--- config.mk ---
export PLATFORM = sky130hd
export DESIGN_NAME = addsub_pipe
export DESIGN_NICKNAME = d
export VERILOG_FILES = /design/src/rtl/addsub_pkg.sv /design/src/rtl/addsub_seg.sv /design/src/rtl/addsub_pipe.sv
export SDC_FILE = /design/constraint.sdc
export NUM_CORES = 1
export LEC_CHECK = 0
export CORE_MARGIN = 10
export CORE_UTILIZATION = 40
export DETAILED_ROUTE_END_ITERATION = 16
export GPL_TIMING_DRIVEN = 0
export PLACE_DENSITY = 0.77
export SLEW_MARGIN = 10
export SYNTH_ARGS = -nofsm -noshare
export SYNTH_HDL_FRONTEND = slang
export SYNTH_HIERARCHICAL = 1
export SYNTH_SLANG_ARGS = --single-unit
--- constraint.sdc ---
create_clock -name clk -period 4.94 [get_ports clk]
set_input_delay 0.988 -clock clk [delete_from_list [all_inputs] [get_ports clk]]
set_output_delay 0.988 -clock clk [all_outputs]
set_load 0.02 [all_outputs]
--- src/rtl/addsub_pkg.sv ---
// Shared encodings and flag bundle for the pipelined add/subtract unit.
package addsub_pkg;

  typedef enum logic [1:0] {
    OP_ADD = 2'b00,
    OP_SUB = 2'b01,
    OP_ADC = 2'b10,
    OP_SBB = 2'b11
  } op_e;

  typedef struct packed {
    logic cout;
    logic ovf;
    logic zero;
    logic neg;
  } flags_t;

endpackage

--- src/rtl/addsub_seg.sv ---
// Combinational SEG_W-bit ripple adder slice with carry in/out.
module addsub_seg #(
  parameter int SEG_W = 4
) (
  input  logic [SEG_W-1:0] a_i,
  input  logic [SEG_W-1:0] b_i,
  input  logic             c_i,
  output logic [SEG_W-1:0] sum_o,
  output logic             c_o
);

  logic [SEG_W:0] carry;

  always_comb begin
    carry    = '0;
    sum_o    = '0;
    carry[0] = c_i;
    for (int unsigned i = 0; i < SEG_W; i++) begin
      sum_o[i]   = a_i[i] ^ b_i[i] ^ carry[i];
      carry[i+1] = (a_i[i] & b_i[i]) | (carry[i] & (a_i[i] ^ b_i[i]));
    end
  end

  assign c_o = carry[SEG_W];

endmodule

--- src/rtl/addsub_pipe.sv ---
// Pipelined add/subtract unit: one register stage per SEG_W-bit carry segment,
// valid/ready stream handshake, flags registered alongside the result.
module addsub_pipe
  import addsub_pkg::*;
#(
  parameter int WIDTH = 8,
  parameter int SEG_W = 4
) (
  input  logic             clk,
  input  logic             rst,
  input  logic             in_valid,
  output logic             in_ready,
  input  logic [WIDTH-1:0] a,
  input  logic [WIDTH-1:0] b,
  input  logic [1:0]       op,
  input  logic             cin,
  output logic             out_valid,
  input  logic             out_ready,
  output logic [WIDTH-1:0] s,
  output logic             cout,
  output logic             ovf,
  output logic             zero,
  output logic             neg
);

  localparam int unsigned STAGES = WIDTH / SEG_W;
  localparam int unsigned LAST   = STAGES - 1;

  if ((WIDTH % SEG_W) != 0 || WIDTH < SEG_W) begin : g_width_check
    $error("addsub_pipe: WIDTH must be a non-zero multiple of SEG_W");
  end

  op_e              op_sel;
  logic [WIDTH-1:0] b_eff;
  logic             c0;
  logic             adv;

  // stg_* are the inputs seen by stage k; *_q are the registers after stage k
  logic [WIDTH-1:0] stg_a   [STAGES];
  logic [WIDTH-1:0] stg_b   [STAGES];
  logic [WIDTH-1:0] stg_s   [STAGES];
  logic [WIDTH-1:0] stg_res [STAGES];
  logic             stg_c   [STAGES];
  logic             stg_v   [STAGES];
  logic [SEG_W-1:0] seg_sum [STAGES];
  logic             seg_co  [STAGES];

  logic [WIDTH-1:0] a_q [STAGES];
  logic [WIDTH-1:0] b_q [STAGES];
  logic [WIDTH-1:0] s_q [STAGES];
  logic             c_q [STAGES];
  logic             v_q [STAGES];

  flags_t flags_d, flags_q;

  always_comb begin
    op_sel = op_e'(op);
    b_eff  = b;
    c0     = 1'b0;
    case (op_sel)
      OP_ADD:  begin b_eff = b;  c0 = 1'b0; end
      OP_SUB:  begin b_eff = ~b; c0 = 1'b1; end
      OP_ADC:  begin b_eff = b;  c0 = cin;  end
      OP_SBB:  begin b_eff = ~b; c0 = ~cin; end
      default: ;
    endcase
  end

  always_comb begin
    stg_a[0] = a;
    stg_b[0] = b_eff;
    stg_s[0] = '0;
    stg_c[0] = c0;
    stg_v[0] = in_valid;
    for (int unsigned k = 1; k < STAGES; k++) begin
      stg_a[k] = a_q[k-1];
      stg_b[k] = b_q[k-1];
      stg_s[k] = s_q[k-1];
      stg_c[k] = c_q[k-1];
      stg_v[k] = v_q[k-1];
    end
  end

  for (genvar k = 0; k < STAGES; k++) begin : g_seg
    addsub_seg #(.SEG_W(SEG_W)) u_seg (
      .a_i   (stg_a[k][k*SEG_W +: SEG_W]),
      .b_i   (stg_b[k][k*SEG_W +: SEG_W]),
      .c_i   (stg_c[k]),
      .sum_o (seg_sum[k]),
      .c_o   (seg_co[k])
    );
  end

  // Merge each segment's sum into the low bits already resolved upstream
  always_comb begin
    for (int unsigned k = 0; k < STAGES; k++) begin
      stg_res[k]                  = stg_s[k];
      stg_res[k][k*SEG_W +: SEG_W] = seg_sum[k];
    end
  end

  always_comb begin
    flags_d.cout = seg_co[LAST];
    flags_d.ovf  = (stg_a[LAST][WIDTH-1] == stg_b[LAST][WIDTH-1]) &
                   (stg_res[LAST][WIDTH-1] != stg_a[LAST][WIDTH-1]);
    flags_d.zero = (stg_res[LAST] == '0);
    flags_d.neg  = stg_res[LAST][WIDTH-1];
  end

  assign adv = ~v_q[LAST] | out_ready;

  // Data registers load only on valid beats so bubbles leave s/flags untouched
  always_ff @(posedge clk) begin
    if (rst) begin
      for (int unsigned k = 0; k < STAGES; k++) begin
        v_q[k] <= 1'b0;
        a_q[k] <= '0;
        b_q[k] <= '0;
        s_q[k] <= '0;
        c_q[k] <= 1'b0;
      end
      flags_q <= '0;
    end else if (adv) begin
      for (int unsigned k = 0; k < STAGES; k++) begin
        v_q[k] <= stg_v[k];
        if (stg_v[k]) begin
          a_q[k] <= stg_a[k];
          b_q[k] <= stg_b[k];
          s_q[k] <= stg_res[k];
          c_q[k] <= seg_co[k];
        end
      end
      if (stg_v[LAST]) flags_q <= flags_d;
    end
  end

  assign in_ready  = adv;
  assign out_valid = v_q[LAST];
  assign s         = s_q[LAST];
  assign cout      = flags_q.cout;
  assign ovf       = flags_q.ovf;
  assign zero      = flags_q.zero;
  assign neg       = flags_q.neg;

endmodule

==> results.md <==
- Tcrit/Tclk final: 0.676
- Slowest CP cell: clkdlybuf4s50_1
- Placer Congestion: 0.791
- Row cnt: 22
- Mapped Area: 1480 um^2
- Critical path's largest stage delay: 0.56 ns
- Initial Utilization: 0.410
- Post-synthesis compound-gate area fraction: 0.0381
- Overall die width: 80.8 um
- WL final: 2.55 mm
- Cells along the critical path: clkdlybuf4s50_1 -> nor2b_4 -> inv_2 -> clkdlybuf4s50_1
- CP required: 3.95 ns
- Largest family of logic cells by synthesized area: simple AND/OR/NAND/NOR gates
- Xor and xnor area share after synthesis: 0.0533
- Htree depth: 1
- First-pass GRT wire length: 4.32 mm
- Via density: 4.48
- Worst setup path class: primary input to output port
- Die ar.: 6530 um^2
- Synth Area in Adders: 0.108
- Arr. time, crit path: 2.35 ns
- Multiplexer share of the synthesized area: 0
- Final setup vio count: 0
- Slew margin rel.: 0.616
- GRT Resource Usage Total: 0.0805
- Final hold violations: 0
- Number of diodes: 0
- Max-cap violations: 0
- Post-synth cell types: 27
- Simple-gate share of the synthesized area: 0.162
- Pre-antenna DRT Iters: 4
- I/O pin count: 37
- Crit path launch type: primary input
- Synth Area per Inst: 11.7 um^2
- Synth Warn #: 6
- Via count: 954
- Post-CTS Resized: 0
- Post-DP HPWL: 2.14 mm
- Final setup margin: 1.60 ns
- Clock Root Buffer: clkbuf_8
- Hold Crit Class: register to register
- Syn Inst Count: 126
- CP max FO: 8
- Final Net Count: 197
- Worst Setup End Kind: output port
- Post-Route Setup TNS: 0 ns
- FMAX: 299 MHz
- Max Clock Skew: 0.00361 ns
- Post-route minimum period: 3.34 ns
- RSZ-0062 raised after global routing: false
- Sequential element share of the synthesized area: 0.521
- I/O Buffers: 35
- Pleak: 0.000797 uW
- Detailed-route DRC error count: 0
- Post-route ant nets: 0
- Largest net degree at the start of global routing: 16
- PwrDens: 279 nW/um^2
- Critical Path Most Common Cell: clkdlybuf4s50_1
- Worst Max-Slew Pin Slew: 0.576 ns
- Core Region: 3610 um^2
- Synth Net Count: 157
- Pre-CTS setup slack: 1.45 ns
- # placed instances: 209
- Reg clk slew, reported paths: 0.09 ns
- Synth Register Bits: 27
- WL per Instance: 12.0 um
- Area Growth Syn to Fin: 30.9%
- Final cell count without fillers: 213
- CTS max path bufs: 2
- Final core occ: 0.537
- DRT iter0 DRCs: 38
- Worst skew pair latency: 0.26 ns
- CTS Buf Count: 3
- Initial antenna violation count: 0
- Outcome: completed
- Vias in the first global route: 1,033
- Post-CTS Setup Repair Bufs: 0
- CTS tree: done
- Die height: 80.8 um
- Total gr overflow: 0
- CTS Hold Bufs: 0
- Share of layout cells above drive strength 1: 0.127
- WHS: 0.489 ns
- Sinks on Clock Net: 27
- VDD IR max: 98.9 uV
- Slew Limit Fails: 0
-- metal layers --
layer,track usage,vias to the layer above,routed length (um)
li1,-,473,-
met1,0.0811,454,963
met2,0.153,25,1400
met3,0.0199,2,156
met4,0.0346,0,33
met5,0,-,0
-- stage by stage --
| step | area (um^2) | total power [uW] |
|---|---|---|
| after floorplan | 1480 | 371 |
| after global placement | 1890 | 420 |
| after detailed placement | 1890 | 427 |
| after CTS | 1940 | 544 |
| after global routing | 1940 | 568 |
| final | 1940 | 540 |
-- cell families (layout without fill, tap and decap cells) --
logic type               count (synthesis)  count (layout)
AND/OR/NAND/NOR                         38              38
buffers and inverters                   34              73
flip-flops                              27              27
AO/OA/AOI/OAI                           10              10
XOR/XNOR                                 9               9
adder cells (fa/ha/maj)                  8               8
-- power by group --
group	leakage, uW	total (uW)	switching [uW]	internal (uW)
Sequential	0.000283	282	8.86	274
Combinational	0.000489	138	65.7	72.4
Clock	0.0000255	119	63.0	56.3
Total	0.000797	540	137	402
-- area by class of cell --
type                    instances  area [um^2]
plain buffers                  12         91.3
clock buffers                   3         41.3
clock inverters                 1         5.00
fillers                       315         1670
inverters                      22         82.6
multi-input cells              65          534
flip-flops and latches         27          771
well taps                      48         60.1
repair buffers                 35          350
-- worst paths after layout --
check / start / cells after the start / slack (ns) / to
max: out_ready / 4 / 1.60 / in_ready
min: neg / 2 / 0.49 / neg
max reg2reg: a_q[0][4] / 11 / 2.33 / ovf
min reg2reg: neg / 2 / 0.49 / neg
-- cell usage after synthesis --
library cell,instances,area [um^2]
dfxtp_1,4,80.1
buf_4,10,75.1
inv_1,21,78.8
nand2_1,2,7.51
nor2_2,1,6.26
fa_1,8,160
and2_1,17,106
nand4_1,1,6.26
nand3_1,2,10.0
a21o_1,1,7.51
or3_4,1,11.3
nor2b_4,1,13.8
edfxtp_1,23,691
buf_6,1,11.3
xnor2_1,5,43.8
nor3_1,1,5.00
and3b_1,1,8.76
xor2_1,4,35.0
o21ai_0,3,15.0
inv_2,1,3.75
a21oi_1,5,25.0
nor4_1,2,12.5
buf_2,1,5.00
nand2b_1,2,12.5
a311oi_1,1,8.76
nor3_4,1,16.3
nor2_1,6,22.5
-- sequential cells by signal, summed over array words and instances (netlist names) --
name,flops
zero,1
cout,1
c_q,1
ovf,1
a_q,4
v_q,2
s_q,12
neg,1
b_q,4
-- critical path: cells and delay by family --
kind | cells | cell delay, ns
simple gates | 1 | 0.24
buf+inv | 3 | 1.12
-- cell usage in the layout, fill, tap and decap left out, drive strengths merged --
| master | Yosys | final |
|---|---|---|
| fa | 8 | 8 |
| nor3 | 2 | 2 |
| a311oi | 1 | 1 |
| nand2 | 2 | 2 |
| nor2b | 1 | 1 |
| clkinv | 0 | 1 |
| nand3 | 2 | 2 |
| o21ai | 3 | 3 |
| nand4 | 1 | 1 |
| buf | 12 | 12 |
| nand2b | 2 | 2 |
| nor2 | 7 | 7 |
| clkbuf | 0 | 3 |
| a21o | 1 | 1 |
| a21oi | 5 | 5 |
| inv | 22 | 22 |
| xor2 | 4 | 4 |
| edfxtp | 23 | 23 |
| dfxtp | 4 | 4 |
| or3 | 1 | 1 |
| nor4 | 2 | 2 |
| and2 | 17 | 17 |
| xnor2 | 5 | 5 |
| and3b | 1 | 1 |
| clkdlybuf4s50 | 0 | 35 |
(Power assumes the default switching activity.)
